File: config.mk
export PLATFORM = sky130hd
export DESIGN_NAME = two_bit_decoder_seq
export DESIGN_NICKNAME = d
export VERILOG_FILES = /design/src/rtl/decoder_pkg.sv /design/src/rtl/scan_counter.sv /design/src/rtl/two_bit_decoder_seq.sv
export SDC_FILE = /design/constraint.sdc
export NUM_CORES = 1
export LEC_CHECK = 0
export CELL_PAD_IN_SITES_DETAIL_PLACEMENT = 0
export CELL_PAD_IN_SITES_GLOBAL_PLACEMENT = 1
export CORE_ASPECT_RATIO = 0.5
export CORE_MARGIN = 4
export CORE_UTILIZATION = 40
export DETAILED_ROUTE_END_ITERATION = 7
export GPL_TIMING_DRIVEN = 1
export PLACE_DENSITY = 0.8
export SLEW_MARGIN = 30
export SYNTH_ARGS = -nofsm -noshare
export SYNTH_HDL_FRONTEND = slang
export SYNTH_SLANG_ARGS = --single-unit
File: constraint.sdc
create_clock -name clk -period 4.88 [get_ports clk]
set_clock_uncertainty 0.2 [all_clocks]
set_input_delay 0.976 -clock clk [delete_from_list [all_inputs] [get_ports clk]]
set_output_delay 0.976 -clock clk [all_outputs]
set_load 0.05 [all_outputs]
File: src/rtl/decoder_pkg.sv
// Shared definitions for the two-bit sequential decoder: FSM state encoding,
// scan bounds and the code-to-one-hot helper.
package decoder_pkg;

    typedef enum logic [1:0] {
        ST_IDLE      = 2'd0,
        ST_SCAN_EMIT = 2'd1,
        ST_SCAN_GAP  = 2'd2,
        ST_SCAN_END  = 2'd3
    } state_t;

    localparam logic [1:0] SCAN_LAST_IDX = 2'd3;

    function automatic logic [3:0] code_to_onehot(input logic [1:0] code);
        return 4'b0001 << code;
    endfunction

endpackage

File: src/rtl/scan_counter.sv
// Small loadable up-counter with a terminal-count compare, used for both the
// scan index and the idle-gap timer.
module scan_counter #(
    parameter int W = 4
) (
    input  logic         clk,
    input  logic         rst,
    input  logic         i_load,
    input  logic [W-1:0] i_load_val,
    input  logic         i_en,
    input  logic [W-1:0] i_term,
    output logic [W-1:0] o_count,
    output logic         o_tc
);

    logic [W-1:0] r_count;

    always_ff @(posedge clk) begin
        if (rst) begin
            r_count <= '0;
        end else if (i_load) begin
            r_count <= i_load_val;
        end else if (i_en) begin
            r_count <= r_count + W'(1);
        end
    end

    assign o_count = r_count;
    assign o_tc    = (r_count == i_term);

endmodule

File: src/rtl/two_bit_decoder_seq.sv
// Registered 2-to-4 decoder with valid/ready handshakes, a transfer counter and
// a self-test scan mode that walks codes 0..3 with configurable idle gaps.
module two_bit_decoder_seq
    import decoder_pkg::*;
#(
    parameter int SCAN_GAP = 2,
    parameter int CNT_W    = 8
) (
    input  logic             clk,
    input  logic             rst,
    input  logic             in_valid,
    input  logic [1:0]       in_code,
    output logic             in_ready,
    input  logic             scan_en,
    output logic             out_valid,
    input  logic             out_ready,
    output logic [3:0]       out_onehot,
    output logic [1:0]       out_code,
    output logic             scan_done,
    output logic [CNT_W-1:0] xfer_cnt
);

    // Gap counter runs 0..SCAN_GAP-1 while in the gap state.
    localparam logic [3:0] GAP_LAST = (SCAN_GAP > 0) ? 4'(SCAN_GAP - 1) : 4'd0;

    state_t             r_state;
    state_t             w_next_state;
    logic               r_out_valid;
    logic [3:0]         r_out_onehot;
    logic [1:0]         r_out_code;
    logic               r_scan_done;
    logic [CNT_W-1:0]   r_xfer_cnt;

    logic               w_out_fire;
    logic               w_out_free;
    logic               w_in_fire;
    logic               w_emit_load;
    logic [1:0]         w_emit_code;
    logic               w_idx_load;
    logic               w_idx_en;
    logic [1:0]         w_idx;
    logic               w_idx_tc;
    logic               w_gap_load;
    logic               w_gap_en;
    logic [3:0]         w_gap_count_unused;
    logic               w_gap_tc;

    assign w_out_fire = r_out_valid && out_ready;
    assign w_out_free = !r_out_valid || out_ready;
    // A scan request wins over a pending input, so the input is refused that cycle.
    assign in_ready   = !rst && (r_state == ST_IDLE) && w_out_free && !scan_en;
    assign w_in_fire  = in_valid && in_ready;

    scan_counter #(.W(2)) u_idx_cnt (
        .clk        (clk),
        .rst        (rst),
        .i_load     (w_idx_load),
        .i_load_val (2'd0),
        .i_en       (w_idx_en),
        .i_term     (SCAN_LAST_IDX),
        .o_count    (w_idx),
        .o_tc       (w_idx_tc)
    );

    scan_counter #(.W(4)) u_gap_cnt (
        .clk        (clk),
        .rst        (rst),
        .i_load     (w_gap_load),
        .i_load_val (4'd0),
        .i_en       (w_gap_en),
        .i_term     (GAP_LAST),
        .o_count    (w_gap_count_unused),
        .o_tc       (w_gap_tc)
    );

    always_ff @(posedge clk) begin
        if (rst) begin
            r_state <= ST_IDLE;
        end else begin
            r_state <= w_next_state;
        end
    end

    always_comb begin
        w_next_state = r_state;
        w_emit_load  = 1'b0;
        w_emit_code  = 2'd0;
        w_idx_load   = 1'b0;
        w_idx_en     = 1'b0;
        w_gap_load   = 1'b0;
        w_gap_en     = 1'b0;
        case (r_state)
            ST_IDLE: begin
                if (scan_en && w_out_free) begin
                    w_next_state = ST_SCAN_EMIT;
                    w_emit_load  = 1'b1;
                    w_idx_load   = 1'b1;
                end
            end
            ST_SCAN_EMIT: begin
                if (w_out_fire) begin
                    if (!scan_en) begin
                        w_next_state = ST_IDLE;
                    end else if (w_idx_tc) begin
                        w_next_state = ST_SCAN_END;
                    end else if (SCAN_GAP == 0) begin
                        w_next_state = ST_SCAN_EMIT;
                        w_idx_en     = 1'b1;
                        w_emit_load  = 1'b1;
                        w_emit_code  = w_idx + 2'd1;
                    end else begin
                        w_next_state = ST_SCAN_GAP;
                        w_idx_en     = 1'b1;
                        w_gap_load   = 1'b1;
                    end
                end
            end
            ST_SCAN_GAP: begin
                if (!scan_en) begin
                    w_next_state = ST_IDLE;
                end else if (w_gap_tc) begin
                    w_next_state = ST_SCAN_EMIT;
                    w_emit_load  = 1'b1;
                    w_emit_code  = w_idx;
                end else begin
                    w_gap_en = 1'b1;
                end
            end
            ST_SCAN_END: begin
                w_next_state = ST_IDLE;
            end
            default: begin
                w_next_state = ST_IDLE;
            end
        endcase
    end

    // Scan loads and input loads are mutually exclusive because in_ready is low under scan_en.
    always_ff @(posedge clk) begin
        if (rst) begin
            r_out_valid  <= 1'b0;
            r_out_onehot <= 4'b0000;
            r_out_code   <= 2'd0;
            r_scan_done  <= 1'b0;
            r_xfer_cnt   <= '0;
        end else begin
            if (w_emit_load) begin
                r_out_valid  <= 1'b1;
                r_out_onehot <= code_to_onehot(w_emit_code);
                r_out_code   <= w_emit_code;
            end else if (w_in_fire) begin
                r_out_valid  <= 1'b1;
                r_out_onehot <= code_to_onehot(in_code);
                r_out_code   <= in_code;
            end else if (w_out_fire) begin
                r_out_valid  <= 1'b0;
                r_out_onehot <= 4'b0000;
                r_out_code   <= 2'd0;
            end
            if (w_out_fire) begin
                r_xfer_cnt <= r_xfer_cnt + CNT_W'(1);
            end
            r_scan_done <= (w_next_state == ST_SCAN_END);
        end
    end

    assign out_valid  = r_out_valid;
    assign out_onehot = r_out_onehot;
    assign out_code   = r_out_code;
    assign scan_done  = r_scan_done;
    assign xfer_cnt   = r_xfer_cnt;

endmodule

* Word level (Yosys, flattened, before mapping)
Index checks and enable logic that the tools add are counted.
** Storage, ports and cells
- Input port bits :: 7
- Output and inout bits :: 17
- Register bits :: 24
- Logic and storage cells :: 64
** Cells by class
- Shift-type cells :: 2
- Mux-type cells :: 31
- Equality and inequality tests :: 6
- Reduce and logical (&&, ||, !) cells :: 14
- Add/subtract/negate cells :: 3
** Operator list (count)
- 2-to-1 mux 2 bit :: 11
- 2-to-1 mux 1 bit :: 15
- 2-to-1 mux 4 bit :: 3
- adder 8 x 1 -> 8 bit, second input constant :: 1
- equality test 2 bit, second input constant :: 4
- case mux 2 bit (4 select lines) :: 1
- left shift 1 x 2 -> 4 bit, first input constant :: 2
- logical AND 1 bit :: 6
- adder 4 x 1 -> 4 bit, second input constant :: 1
- equality test 4 x 1 -> 1 bit, second input constant :: 1
- OR reduction 2 bit :: 2
- zero test 1 bit :: 3
- nonzero test 3 bit :: 1
- adder 2 x 1 -> 2 bit, second input constant :: 1
- equality test 2 x 1 -> 1 bit, second input constant :: 1
- zero test 2 bit :: 1
- case mux 1 bit (2 select lines) :: 1
- logical OR 1 bit :: 1

* Longest topological paths before layout
- Depth after elaboration :: 7
- Mapped depth :: 6
- Gate-level depth less buffers :: 6

* By module
A second synthesis with hierarchy kept.
** Second synthesis, totals
- Cells, all modules :: 144
- Area total of the unflattened synthesis :: 1282.5 µm²
** By module, submodules not included
- two_bit_decoder_seq :: instances 1, area each 912.1 µm², cells an instance 104, seq. area each 360.3 µm²
- scan_counter at u_gap_cnt :: instances 1, area each 246.5 µm², cells an instance 27, seq. area each 80.1 µm²
- scan_counter at u_idx_cnt :: instances 1, area each 123.9 µm², cells an instance 13, seq. area each 40.0 µm²

* Least setup slack after synthesis
OpenSTA, ideal clock, no wires.
- Path kind :: input to output
- From :: input scan_en
- To :: output in_ready
- Path buffers :: 0
- Cell stages on the path :: 2
- Setup slack :: 2.133 ns
- Arrival time :: 1.571 ns
- Required time :: 3.704 ns
- Cells stage by stage :: nor2_1 and3_1
** On the way
- Longest elaborated chain between the ends :: 2
** Ends and longest elaborated chain
- start, declared :: RTL line two_bit_decoder_seq.sv:14 : input logic scan_en,
- zero test 1 bit
- logical AND 1 bit :: RTL line two_bit_decoder_seq.sv:51 : assign in_ready = !rst && (r_state == ST_IDLE) && w_out_free && !scan_en;
- end, declared :: RTL line two_bit_decoder_seq.sv:13 : output logic in_ready,
Every way passes these cells.

* Final worst setup path
Same ends and word-level chain as after synthesis.

==> run metrics <==
Buffers on Ports 23; Synth Flop Type dfxtp_1; CTS Buf Count 3; drc violations 0; global-route wire length before repair 4.29 mm; largest family of logic cells by synthesized area simple AND/OR/NAND/NOR gates; ys async rst share 0%; maximum root-to-sink buffer count 2; final net count about 160; num rows 13; gr usage total between 10% and 20%; # Max-Cap Violations 0; Vias 991; Seq/Total Area, Yosys 40.3%; Die W 85.2 µm; endpoint class of the critical path output port; drt wl/cell roughly 13 µm; #FFs+latches synth 24; Net Count, Synth roughly 140; critical path's slowest cell clkdlybuf4s50_1; PwrDens 304 mW/mm²; yosys warns 0; GRT busiest layer met2; endpoints failing setup 0; Top cell by count, worst path clkdlybuf4s50_1; Syn Area/Cell 9.31 µm²; CP Data Arrival Time approximately 2.6 ns; Distinct cells, synth 39; # IOs 24; TritonCTS clock tree built; top cells by area, synth dfxtp_1 40%, xor2_1 5.9%, nor2_1 5.7%, ha_1 4.2%, nand4_1 3.2%; drt initial violations 21; CTS Hold Bufs 0; Worst setup SP type input port; 1st-pass router iterations 4; Synth Area in Compound Gates 13.4%; Slew headroom 66.3%; largest net degree at the start of global routing 24; vias in the first global route roughly 910; CP Cell Sequence clkdlybuf4s50_1 > nor2_1 > and3_1 > clkdlybuf4s50_1; CTS resizes 0; Mapped Area roughly 0.0012 mm²; Synth area leader dfxtp_1; Worst-Margin Slew 0.504 ns; htree depth 1; xor/xnor cell area share of the yosys netlist 8.09%; Die Height 46.6 µm; Final ANT Viol Nets 0; DP Area about 0.0015 mm²; max incr delay on CP 0.79 ns; mux share of post-synthesis cell area 0.840%; core region area 0.00272 mm²; antenna violations before repair 0; Post-Synthesis Cells 128; share of layout cells above drive strength 1 11.2%; top cell type's share of synthesized area 40.3%; setup TNS 0 ns; final WL 2.50 mm; Crit Path Category input port to output port; peak supply drop ~180 µV; r2r setup slk ~3 ns; worst path required time 3.70 ns; met2 GRT Util 22.4%; fin area 0.00153 mm²; simple-gate portion of the synthesized area 30.0%; CTS Root Cell clkbuf_8; CP max FO 6; met3 GRT Util 5.00%; GPL Wtd Cong between 0.7 and 0.8; Diodes inserted 0; Post-Synth Adder-Cell Area 4.20%; Leak 0.555 nW; Tmin final between 3 and 4 ns; die area about 0.0040 mm²; post-CTS setup buffer count 0; Fin. Hold Viols 0; Layout Area Growth over Synthesis 28.4%; CTS sink cnt 24; commonest non-fill, non-tap cell in the layout dfxtp_1; latest clock arrival within the worst-skew pair approximately 0.27 ns; Max Freq 262 MHz; unrepaired setup endpoints after global routing no; Final HPWL DP approximately 1.8 mm; Final Slew Violations 0; Initial Util 43.9%; routed vias/inst 5.24; most frequent cells in the layout 24 x dfxtp_1, 23 x clkdlybuf4s50_1, 18 x nor2_1; GR Overflow Total 0; status complete, no violations; hold crit path type flip-flop to flip-flop; EDFF count, synth 0; CTS clock-pin slew for the worst setup and hold paths roughly 0.090 ns; met1 Track Usage GR approximately a fifth; Final Cycle Share 78.1%
==> kinds of logic after synthesis <==
group | after synthesis
fa+ha+maj | 4
flops | 24
xor+xnor | 11
compound gates | 20
simple gates | 59
mux | 1
buf+inv | 9
==> registers in the layout, summed over array words and instances (netlist names) <==
name / flops
out_code: 2
out_onehot: 4
out_valid: 1
r_state: 2
scan_done: 1
u_gap_cnt.o_count: 4
u_idx_cnt.o_count: 2
xfer_cnt: 8
==> power by group <==
group	switching [mW]	internal (mW)
registers	0.00617	0.203
clock network	0.0638	0.110
logic	0.0515	0.0318
==> synth_stat cells, drive strengths merged, types with 3 or more instances <==
library cell,number
a21oi,5
a32oi,3
and3,4
dfxtp,24
ha,4
inv,5
nand2,5
nand2b,4
nand4,6
nor2,19
nor3,6
nor4,4
xnor2,3
xor2,8
==> final cells by class <==
type / instances / area (µm²)
fill: 263 / 1190
timing repair buffer: 24 / 238
sequential: 24 / 480
clock inverter: 1 / 30.0
clock buffer: 3 / 41.3
inverter: 5 / 18.8
multi-input combinational: 95 / 674
tap: 37 / 46.3
==> worst paths after layout <==
check / cells after the start / to / startpoint
worst min-delay path: 2 / xfer_cnt[1] / xfer_cnt[1]
worst max-delay path: 4 / in_ready / scan_en
worst max register to register: 5 / out_onehot[3] / u_gap_cnt.o_count[0]
worst min register to register: 2 / xfer_cnt[1] / xfer_cnt[1]
==> per-stage QoR <==
stage / power (mW) / worst slack, ns / utilization, % / instances / hold WS, ns
after floorplan: 0.270 / 2.13 / - / 128 / 0.300
after global placement: 0.297 / 1.09 / 53.7 / 185 / 0.275
after detailed placement: 0.297 / 1.07 / 53.7 / 185 / 0.276
after CTS: 0.471 / 1.07 / 56.3 / 189 / 0.290
after global routing: 0.485 / 0.986 / 56.3 / 189 / 0.323
final: 0.466 / 1.07 / 56.3 / 189 / 0.285
==> critical path, delay by kind of cell <==
| family | cells | cell delay, ns |
|---|---|---|
| buffers and inverters | 2 | 1.29 |
| and+or+nand+nor | 2 | 0.37 |
==> layer usage <==
layer | vias up | wire (µm) | share of wire (%)
li1 | 518 | - | -
met1 | 457 | 1300 | 52
met2 | 14 | 1080 | 43
met3 | 2 | 115 | 4.6
met4 | 0 | 8 | 0.32
met5 | - | 0 | 0
Note: power is estimated with default switching activity, not from simulation.
